--- config.mk ---
export PLATFORM = sky130hd
export DESIGN_NAME = pipe_stage_buf
export DESIGN_NICKNAME = d
export VERILOG_FILES = /design/src/rtl/pipe_stage_buf.sv
export SDC_FILE = /design/constraint.sdc
export NUM_CORES = 1
export LEC_CHECK = 0
export ABC_CLOCK_PERIOD_IN_PS = 3100
export CAP_MARGIN = 0
export CORE_ASPECT_RATIO = 1.4
export CORE_MARGIN = 2
export CORE_UTILIZATION = 45
export DETAILED_ROUTE_END_ITERATION = 12
export GPL_TIMING_DRIVEN = 0
export PLACE_DENSITY = 0.73
export SLEW_MARGIN = 5
export SYNTH_ARGS = -nofsm -noshare
export SYNTH_HDL_FRONTEND = slang
export SYNTH_SLANG_ARGS = --single-unit
--- constraint.sdc ---
create_clock -name clock -period 3.1 [get_ports clock]
set_clock_uncertainty 0.2 [all_clocks]
set_input_delay 0.62 -clock clock [delete_from_list [all_inputs] [get_ports clock]]
set_output_delay 0.62 -clock clock [all_outputs]
set_load 0.005 [all_outputs]
--- src/rtl/pipe_stage_buf.sv ---
// Two-entry pipeline stage buffer (HEAD + SKID) with valid/ready handshake,
// global enable, flush and a sticky halt flag. State updates on the falling edge.
module pipe_stage_buf #(
  parameter int unsigned NB_DATA  = 32,
  parameter int unsigned NB_CTRL  = 9,
  parameter int unsigned NB_REGWR = 5
) (
  input  logic                clock,
  input  logic                reset,
  input  logic                en_pipeline,
  input  logic                flush_i,
  input  logic                in_valid_i,
  output logic                in_ready_o,
  input  logic [NB_DATA-1:0]  in_data_i,
  input  logic [NB_REGWR-1:0] in_reg_i,
  input  logic [NB_CTRL-1:0]  in_ctrl_i,
  input  logic                in_halt_i,
  output logic                out_valid_o,
  input  logic                out_ready_i,
  output logic [NB_DATA-1:0]  out_data_o,
  output logic [NB_REGWR-1:0] out_reg_o,
  output logic [NB_CTRL-1:0]  out_ctrl_o,
  output logic                out_halt_o,
  output logic [1:0]          count_o,
  output logic                halted_o
);

  typedef struct packed {
    logic [NB_DATA-1:0]  data;
    logic [NB_REGWR-1:0] regwr;
    logic [NB_CTRL-1:0]  ctrl;
    logic                halt;
  } beat_t;

  typedef enum logic [1:0] {
    S_EMPTY = 2'd0,
    S_ONE   = 2'd1,
    S_FULL  = 2'd2
  } state_e;

  state_e state_q, state_d;
  beat_t  head_q, head_d;
  beat_t  skid_q, skid_d;
  logic   halted_q, halted_d;

  beat_t  in_beat;
  logic   head_vld, skid_vld, in_ready;
  logic   do_accept, do_release;
  logic   ld_head_in, ld_head_skid, ld_skid_in;

  assign in_beat = {in_data_i, in_reg_i, in_ctrl_i, in_halt_i};

  // State register: occupancy of the two entries
  always_ff @(negedge clock or negedge reset) begin
    if (!reset) state_q <= S_EMPTY;
    else        state_q <= state_d;
  end

  // Next-state: flush empties the stage regardless of enable
  always_comb begin
    state_d = state_q;
    if (flush_i) begin
      state_d = S_EMPTY;
    end else begin
      case (state_q)
        S_EMPTY: if (do_accept) state_d = S_ONE;
        S_ONE: begin
          if (do_accept && !do_release)      state_d = S_FULL;
          else if (!do_accept && do_release) state_d = S_EMPTY;
        end
        S_FULL:  if (do_release) state_d = S_ONE;
        default: state_d = S_EMPTY;
      endcase
    end
  end

  // Handshake and entry-load controls decoded from registered state only
  always_comb begin
    head_vld     = (state_q != S_EMPTY);
    skid_vld     = (state_q == S_FULL);
    in_ready     = !skid_vld && !halted_q;
    do_accept    = in_valid_i && in_ready && en_pipeline;
    do_release   = head_vld && out_ready_i && en_pipeline;
    ld_head_in   = 1'b0;
    ld_head_skid = 1'b0;
    ld_skid_in   = 1'b0;
    if (!flush_i) begin
      case (state_q)
        S_EMPTY: ld_head_in   = do_accept;
        S_ONE: begin
          ld_head_in = do_accept && do_release;
          ld_skid_in = do_accept && !do_release;
        end
        S_FULL:  ld_head_skid = do_release;
        default: ;
      endcase
    end
  end

  // Payload next values; a release still updates the halt flag during flush
  always_comb begin
    head_d   = head_q;
    skid_d   = skid_q;
    halted_d = halted_q | (do_release & head_q.halt);
    if (ld_head_in)   head_d = in_beat;
    if (ld_head_skid) head_d = skid_q;
    if (ld_skid_in)   skid_d = in_beat;
  end

  // Payload and halt-flag registers
  always_ff @(negedge clock or negedge reset) begin
    if (!reset) begin
      head_q   <= '0;
      skid_q   <= '0;
      halted_q <= 1'b0;
    end else begin
      head_q   <= head_d;
      skid_q   <= skid_d;
      halted_q <= halted_d;
    end
  end

  // Outputs come straight from HEAD; bubbles carry no ctrl/halt side effects
  assign in_ready_o  = in_ready;
  assign out_valid_o = head_vld;
  assign out_data_o  = head_q.data;
  assign out_reg_o   = head_q.regwr;
  assign out_ctrl_o  = head_vld ? head_q.ctrl : '0;
  assign out_halt_o  = head_vld & head_q.halt;
  assign count_o     = 2'(head_vld) + 2'(skid_vld);
  assign halted_o    = halted_q;

endmodule
Word-level counts from Yosys, hierarchy flattened. Index checks and enable logic that the tools add are counted.

Logic and storage cells: 50. Flip-flop bits (word level): 97. Output and inout port bits: 52. Input bits: 53.

Add/sub/neg operators: 1. Bitwise operators: 3. Equality and inequality tests: 5. Muxes and demuxes: 15. Reductions and logical operators: 16.

Operators by type and width (count): two-way mux 47 bit (2); two-way mux 2 bit (5); two-way mux 9 bit (1); logical AND 1 bit (8); one-hot mux 2 bit (3 select lines) (1); two-way mux 1 bit (5); logical NOT 1 bit (4); inequality test 4 bit, second input constant (1); nonzero test 2 bit (2); inequality test 3 x 2 -> 1 bit, second input constant (1); inequality test 3 bit, second input constant (1); AND reduction 3 bit (1); adder 1 x 1 -> 2 bit (1); AND 1 bit (2); equality test 2 x 1 -> 1 bit, second input constant (1); equality test 2 bit, second input constant (1); logical NOT 2 bit (1); one-hot mux 1 bit (2 select lines) (1); OR 1 bit (1).

Logic depth before layout (Yosys ltp). Gate-level depths: netlist (run 1).

Depth in word-level cells: 11. Depth in mapped cells: 9. Mapped depth without buffers: 7.

==> results.toml, run 1 <==
[cts]
cts_buffer_depth = 2
cts-root-buf = "clkbuf_16"
cts_buffers = 9
clock_latency_ns = 0.35
cts_sinks = 97
ctsHoldBuffers = 0
clkTransAtPathRegs_ns = 0.05
h-tree-depth = 3
cts_tree = "done"

[critical_path]
path_class = "flop to output pin"
arrival_ns = 3.05
end_kind = "output pin"
startpoint_type = "flop"
crit_path_max_fanout = 4
cp_data_required_time_ns = 2.28

[final_layout]
final_nets = 717
nFillCells = 671
layout-drive-gt1-share_pct = 50.2
final_util_pct = 74.1
antenna_cells = 0
syn_to_final_growth_pct = 60.8
final_cells = 807

[place]
portBuffers = 104
place_ws_ns = -1.37
dpl.hpwl_um = 8990
routabilityCongestion = 0.805
dp_cells = 747

[pwr]
ir_drop_mv = 0.503
sequentialPowerShare_pct = 35.1
p_total_w = 0.00636
switchingPower_w = 0.00203
internal_power_w = 0.00432
netSwitchingFraction_pct = 32.0
p_leak_nw = 3.51
combPwrFrac_pct = 46.9
p_clk_share_pct = 18.0
p_per_area_nw_per_um2 = 790

[logic_synthesis]
synth_area_um2 = 5010
ys_seq_elements = 97
synth.area.mux_share_pct = 0
synth_compound_gate_area_share_pct = 29.2
synth_top_family_by_area = "compound AO/OA/AOI/OAI gates"
syn_inst = 501
synth_adder_area_share_pct = 0.750
synth_nets = 557
ys_types = 29
synthSimpleGateAreaFrac_pct = 6.90
yosysSeqAreaShare_pct = 48.5
synth_area_per_cell_um2 = 9.99
ys.warnings.count = 0
synth_xor_area_share_pct = 0

[hold_path]
holdCritPathClass = "flop to flop"

[global_routing]
antenna_found_initial = 0
grt_overflow = 0
grt_max_degree = 56
grt.total_usage_pct = 26.8
grt_pass1_vias = 4749
grt_pass1_wl_um = 25000

[detailed_routing]
drcViolationCount = 0
final_antenna_net_count = 0
routed_via_density = 5.84
finalWirelength_um = 16800
wire_per_inst_um = 20.9
vias = 4716
drtIter0Drc = 393
first_pass_iters = 5

[status]
violations = "setup timing"
status = "finished, violations left"

[die]
initial_core_util_pct = 46.1
core_um2 = 10900
boundaryPins = 105
row_count = 45
fp.dieArea_um2 = 12000
die_x_um = 93.1
die_h_um = 129

[timing]
setup_viol = 148
rsz0062_at_grt = "yes"
slew_violations = 0
slew_headroom_pct = 60.1
finalHoldViolCount = 0
fin_ws_ns = -0.766
tns_ns = -51.24
worst_slew_pin_slew_ns = 0.599

[run]
drv_cap = 0
## timing repair
action	CTS	global route
endpoints found under the hold margin	0	0
setup endpoints to repair	148	148
resized for setup	413	100
gates cloned	15	2
pin swaps	23	28
setup buffers	32	15
## cell type report
| type | instances | area (um^2) | share of cell area, % |
|---|---|---|---|
| Tap cell | 141 | 176 | 2.19 |
| Sequential cell | 97 | 2430 | 30.2 |
| Clock buffer | 9 | 225 | 2.80 |
| Multi-Input combinational cell | 269 | 2370 | 29.4 |
| Inverter | 51 | 191 | 2.38 |
| Clock inverter | 7 | 70.1 | 0.870 |
| Buffer | 72 | 719 | 8.94 |
| Timing Repair Buffer | 161 | 1870 | 23.3 |
## critical path, cell delays in order (launching register included)
cell,delay (ns)
dfrtn_1,0.39
nor2_2,0.14
inv_2,0.08
buf_8,0.14
ha_4,0.26
inv_2,0.02
buf_2,0.11
## state kept, by name (all words and copies together), names as in the netlist
name        count
halted_o        1
head_q         10
out_data_o     32
out_reg_o       5
skid_q         47
state_q         2
## metal layers
layer | GRT usage, % | wire length (um) | vias to the layer above | share of wire (%)
met2 | 45.9 | 8900 | 206 | 53
met4 | 10.9 | 574 | 0 | 3.4
met3 | 5.21 | 978 | 50 | 5.8
li1 | - | - | 2074 | -
met5 | 0 | 0 | - | 0
met1 | 33.2 | 6370 | 2386 | 38
## power groups by stage
stage / clock (W) / sequential [W] / combinational (W)
after CTS: 0.00113 / 0.00220 / 0.00271
after global placement: 0 / 0.00220 / 0.00220
after detailed placement: 0 / 0.00222 / 0.00226
after global routing: 0.00119 / 0.00229 / 0.00321
after floorplan: 0 / 0.00212 / 0.00140
final: 0.00114 / 0.00223 / 0.00298
## synthesized netlist by cell type
cell type	number	area, um^2
dfrtn_1	97	2430
o21ai_0	92	460
inv_1	51	191
nand2_1	48	180
o211ai_1	47	353
buf_4	39	293
o221ai_2	30	450
clkbuf_1	23	86.3
o221ai_1	17	149
and2_1	11	68.8
buf_2	11	55.1
buf_6	9	101
nor2_1	6	22.5
ha_1	3	37.5
buf_1	2	7.51
o21ai_1	2	10.0
a21o_1	1	7.51
a21oi_1	1	5.00
a221o_1	1	10.0
a2bb2oi_1	1	8.76
and4bb_1	1	12.5
and4bb_2	1	12.5
nand3_1	1	5.00
nand3b_1	1	7.51
nand4b_2	1	15.0
nor2b_1	1	6.26
o21a_1	1	7.51
or2_1	1	6.26
or3b_2	1	8.76
## path summary, 6_finish.rpt
path / start / to / slack, ns / cells past startpoint
min in group asynchronous: reset / skid_q[25]$_DFFE_NN0P_ / 1.51 / 1
hold reg to reg: skid_q[42]$_DFFE_NN0P_ / skid_q[42]$_DFFE_NN0P_ / 0.28 / 2
setup reg to reg: state_q[1]$_DFFE_NN0P_ / head_q[9]$_DFFE_NN0P_ / 0.83 / 9
setup / recovery: state_q[1]$_DFFE_NN0P_ / count_o[0] / -0.77 / 6
hold / removal: skid_q[42]$_DFFE_NN0P_ / skid_q[42]$_DFFE_NN0P_ / 0.28 / 2
max in group asynchronous: reset / skid_q[4]$_DFFE_NN0P_ / 0.47 / 2
## per-stage QoR
step                      hold WS [ns]  instance area [um^2]
after floorplan                  0.228                  5180
after global placement           0.271                  6400
after detailed placement         0.279                  6420
after CTS                        0.270                  7780
after global routing             0.299                  8050
final                            0.280                  8050
## logic make-up (layout without fill, tap and decap cells)
family / Yosys count / in the layout
buffers and inverters: 135 / 300
flip-flops: 97 / 97
AND/OR/NAND/NOR: 73 / 73
AO/OA/AOI/OAI: 193 / 193
adder cells (fa/ha/maj): 3 / 3
## cell usage in the layout, fill, tap and decap left out, types with 2 or more instances in the layout
master           synthesis  layout
and2_4                   0      11
clkbuf_8                 0       2
nand2_2                  0      16
nand2_4                  0      14
dfrtn_1                 97      97
buf_2                   11       6
o211ai_1                47      47
clkbuf_1                23       9
buf_12                   0      12
o221ai_2                30      45
o21ai_1                  2      17
buf_4                   39      42
nor2_1                   6       2
o21ai_0                 92      43
clkbuf_16                0      16
nor2_4                   0       2
inv_2                    0       4
clkbuf_2                 0       4
clkdlybuf4s50_1          0      47
inv_1                   51      47
nor2_2                   0       2
buf_8                    0      13
nand2_1                 48      17
ha_4                     0       3
clkdlybuf4s15_2          0       3
buf_6                    9      83
o21ai_2                  0      34
buf_16                   0       4
clkinv_2                 0       3
(Power assumes the default switching activity.)
==> run 2: changes to the inputs <==
--- a/config.mk
+++ b/config.mk
@@ -13,7 +13,8 @@
 export DETAILED_ROUTE_END_ITERATION = 12
 export GPL_TIMING_DRIVEN = 0
 export PLACE_DENSITY = 0.73
-export SLEW_MARGIN = 5
+export SLEW_MARGIN = 30
 export SYNTH_ARGS = -nofsm -noshare
 export SYNTH_HDL_FRONTEND = slang
 export SYNTH_SLANG_ARGS = --single-unit
+export TNS_END_PERCENT = 50
==> run 2 against run 1 <==
Compared with the run above: the flow still finishes with violations (setup timing); hold slack lost 0.0076 ns; clock-buffer cell count up 3; routed wire length shrank 5.6%; final cell count is 0.62% lower; critical path depth is the same; first-iteration DRC count shrank 15%; largest cell class unchanged; largest power group unchanged.
==> results.toml, run 2 (synthesis gave the netlist of run 1 again) <==
[final_layout]
top_register = "skid_q"
final_nets = 713
fin_area_um2 = 7740
syn_to_final_growth_pct = 54.6
final_cell_mix = "97 x dfrtn_1, 78 x buf_6, 48 x buf_4"
antenna_cells = 0
layout-drive-gt1-share_pct = 45.7
final_common_cell = "dfrtn_1"
nFillCells = 746
largest_register_ff_count = 47
final_util_pct = 71.2

[pwr]
ir_drop_mv = 0.427
p_leak_nw = 3.33
p_total_w = 0.00614
p_per_area_nw_per_um2 = 794

[timing]
setup_viol = 148
rsz0062_at_grt = "yes"
slew_violations = 0
slew_headroom_pct = 63.8
timing.hold.ws_ns = 0.273
worst_slew_pin_slew_ns = 0.544
finalHoldViolCount = 0
fin_ws_ns = -0.786

[critical_path]
startpoint = "state_q[1]$_DFFE_NN0P_"
cp_data_required_time_ns = 2.28
startpoint_type = "flop"
end_kind = "output pin"
arrival_ns = 3.07
path_class = "flop to output pin"
crit_path_max_fanout = 4
r2r-start = "state_q[0]$_DFFE_NN0P_"

[die]
core_um2 = 10900
initial_core_util_pct = 46.1
die_x_um = 93.1
row_count = 45
fp.dieArea_um2 = 12000
boundaryPins = 105
die_h_um = 129

[cts]
cts_sinks = 97
cts_buffer_depth = 2
ctsHoldBuffers = 0
cts-root-buf = "clkbuf_16"
h-tree-depth = 3
cts_tree = "done"
clock_latency_ns = 0.35
clkTransAtPathRegs_ns = 0.05
cts_buffers = 9

[global_routing]
grt.total_usage_pct = 27.3
antenna_found_initial = 0
grt_pass1_wl_um = 25200
grt_pass1_vias = 4841
grt_overflow = 0
grt_max_degree = 56

[place]
routabilityCongestion = 0.804
place_ws_ns = -1.41
portBuffers = 104
placed_area_um2 = 6360
dpl.hpwl_um = 9450

[status]
status = "finished, violations left"
violations = "setup timing"

[detailed_routing]
routed_via_density = 5.73
wire_per_inst_um = 19.8
final_antenna_net_count = 0
finalWirelength_um = 15900
vias = 4593
drcViolationCount = 0
drtIter0Drc = 335
first_pass_iters = 4

[hold_path]
hold_start = "skid_q[12]$_DFFE_NN0P_"
holdCritPathClass = "flop to flop"

[run]
drv_cap = 0
==> run 2: worst paths after layout <==
check	depth (start not counted)	to	slack, ns
max in group asynchronous	2	out_data_o[30]$_DFFE_NN0P_	0.58
min in group asynchronous	1	out_reg_o[3]$_DFFE_NN0P_	1.47
min	2	skid_q[12]$_DFFE_NN0P_	0.27
min reg2reg	2	skid_q[12]$_DFFE_NN0P_	0.27
max reg2reg	12	out_data_o[8]$_DFFE_NN0P_	0.62
max	6	count_o[0]	-0.79
==> run 2: critical path, stage by stage (launching register included) <==
cell     delay, ns
dfrtn_1       0.40
nor2_2        0.15
inv_2         0.09
buf_8         0.14
ha_4          0.25
inv_2         0.03
buf_6         0.10
==> run 2: power by group <==
part	leakage [nW]	switching (W)	internal [W]	total [W]
Sequential	1.14	0.000290	0.00193	0.00222
Clock	0.128	0.000475	0.000560	0.00103
Combinational	2.06	0.00116	0.00172	0.00288
Total	3.33	0.00193	0.00422	0.00614
==> run 2: stage by stage <==
stage / std cells / setup TNS, ns
3_3_place_gp: 746 / -505.85
2_1_floorplan: 501 / -45.30
6_report: 802 / -56.13
3_5_place_dp: 747 / -145.70
5_1_grt: 802 / -63.95
4_1_cts: 802 / -49.68
==> run 2: per-layer routing <==
layer	GRT usage (%)	share of wire, %
met5	0	0
met3	5.21	5.7
met1	32.6	37
met4	13.2	3.6
met2	47.3	54
==> run 2: what timing repair did <==
item	in CTS	in global routing
resized for setup	312	47
endpoints found under the setup margin	148	148
cloned	13	0
pin swaps	18	7
buffers inserted	27	5
==> run 2: final cells by class <==
type / instances / area [um^2] / area share (%)
sequential: 97 / 2430 / 31.4
multi-input combinational: 269 / 2190 / 28.4
timing repair buffer: 148 / 1710 / 22.1
buffer: 81 / 774 / 10.0
clock buffer: 12 / 246 / 3.19
inverter: 51 / 191 / 2.47
tap: 141 / 176 / 2.28
clock inverter: 3 / 17.5 / 0.226
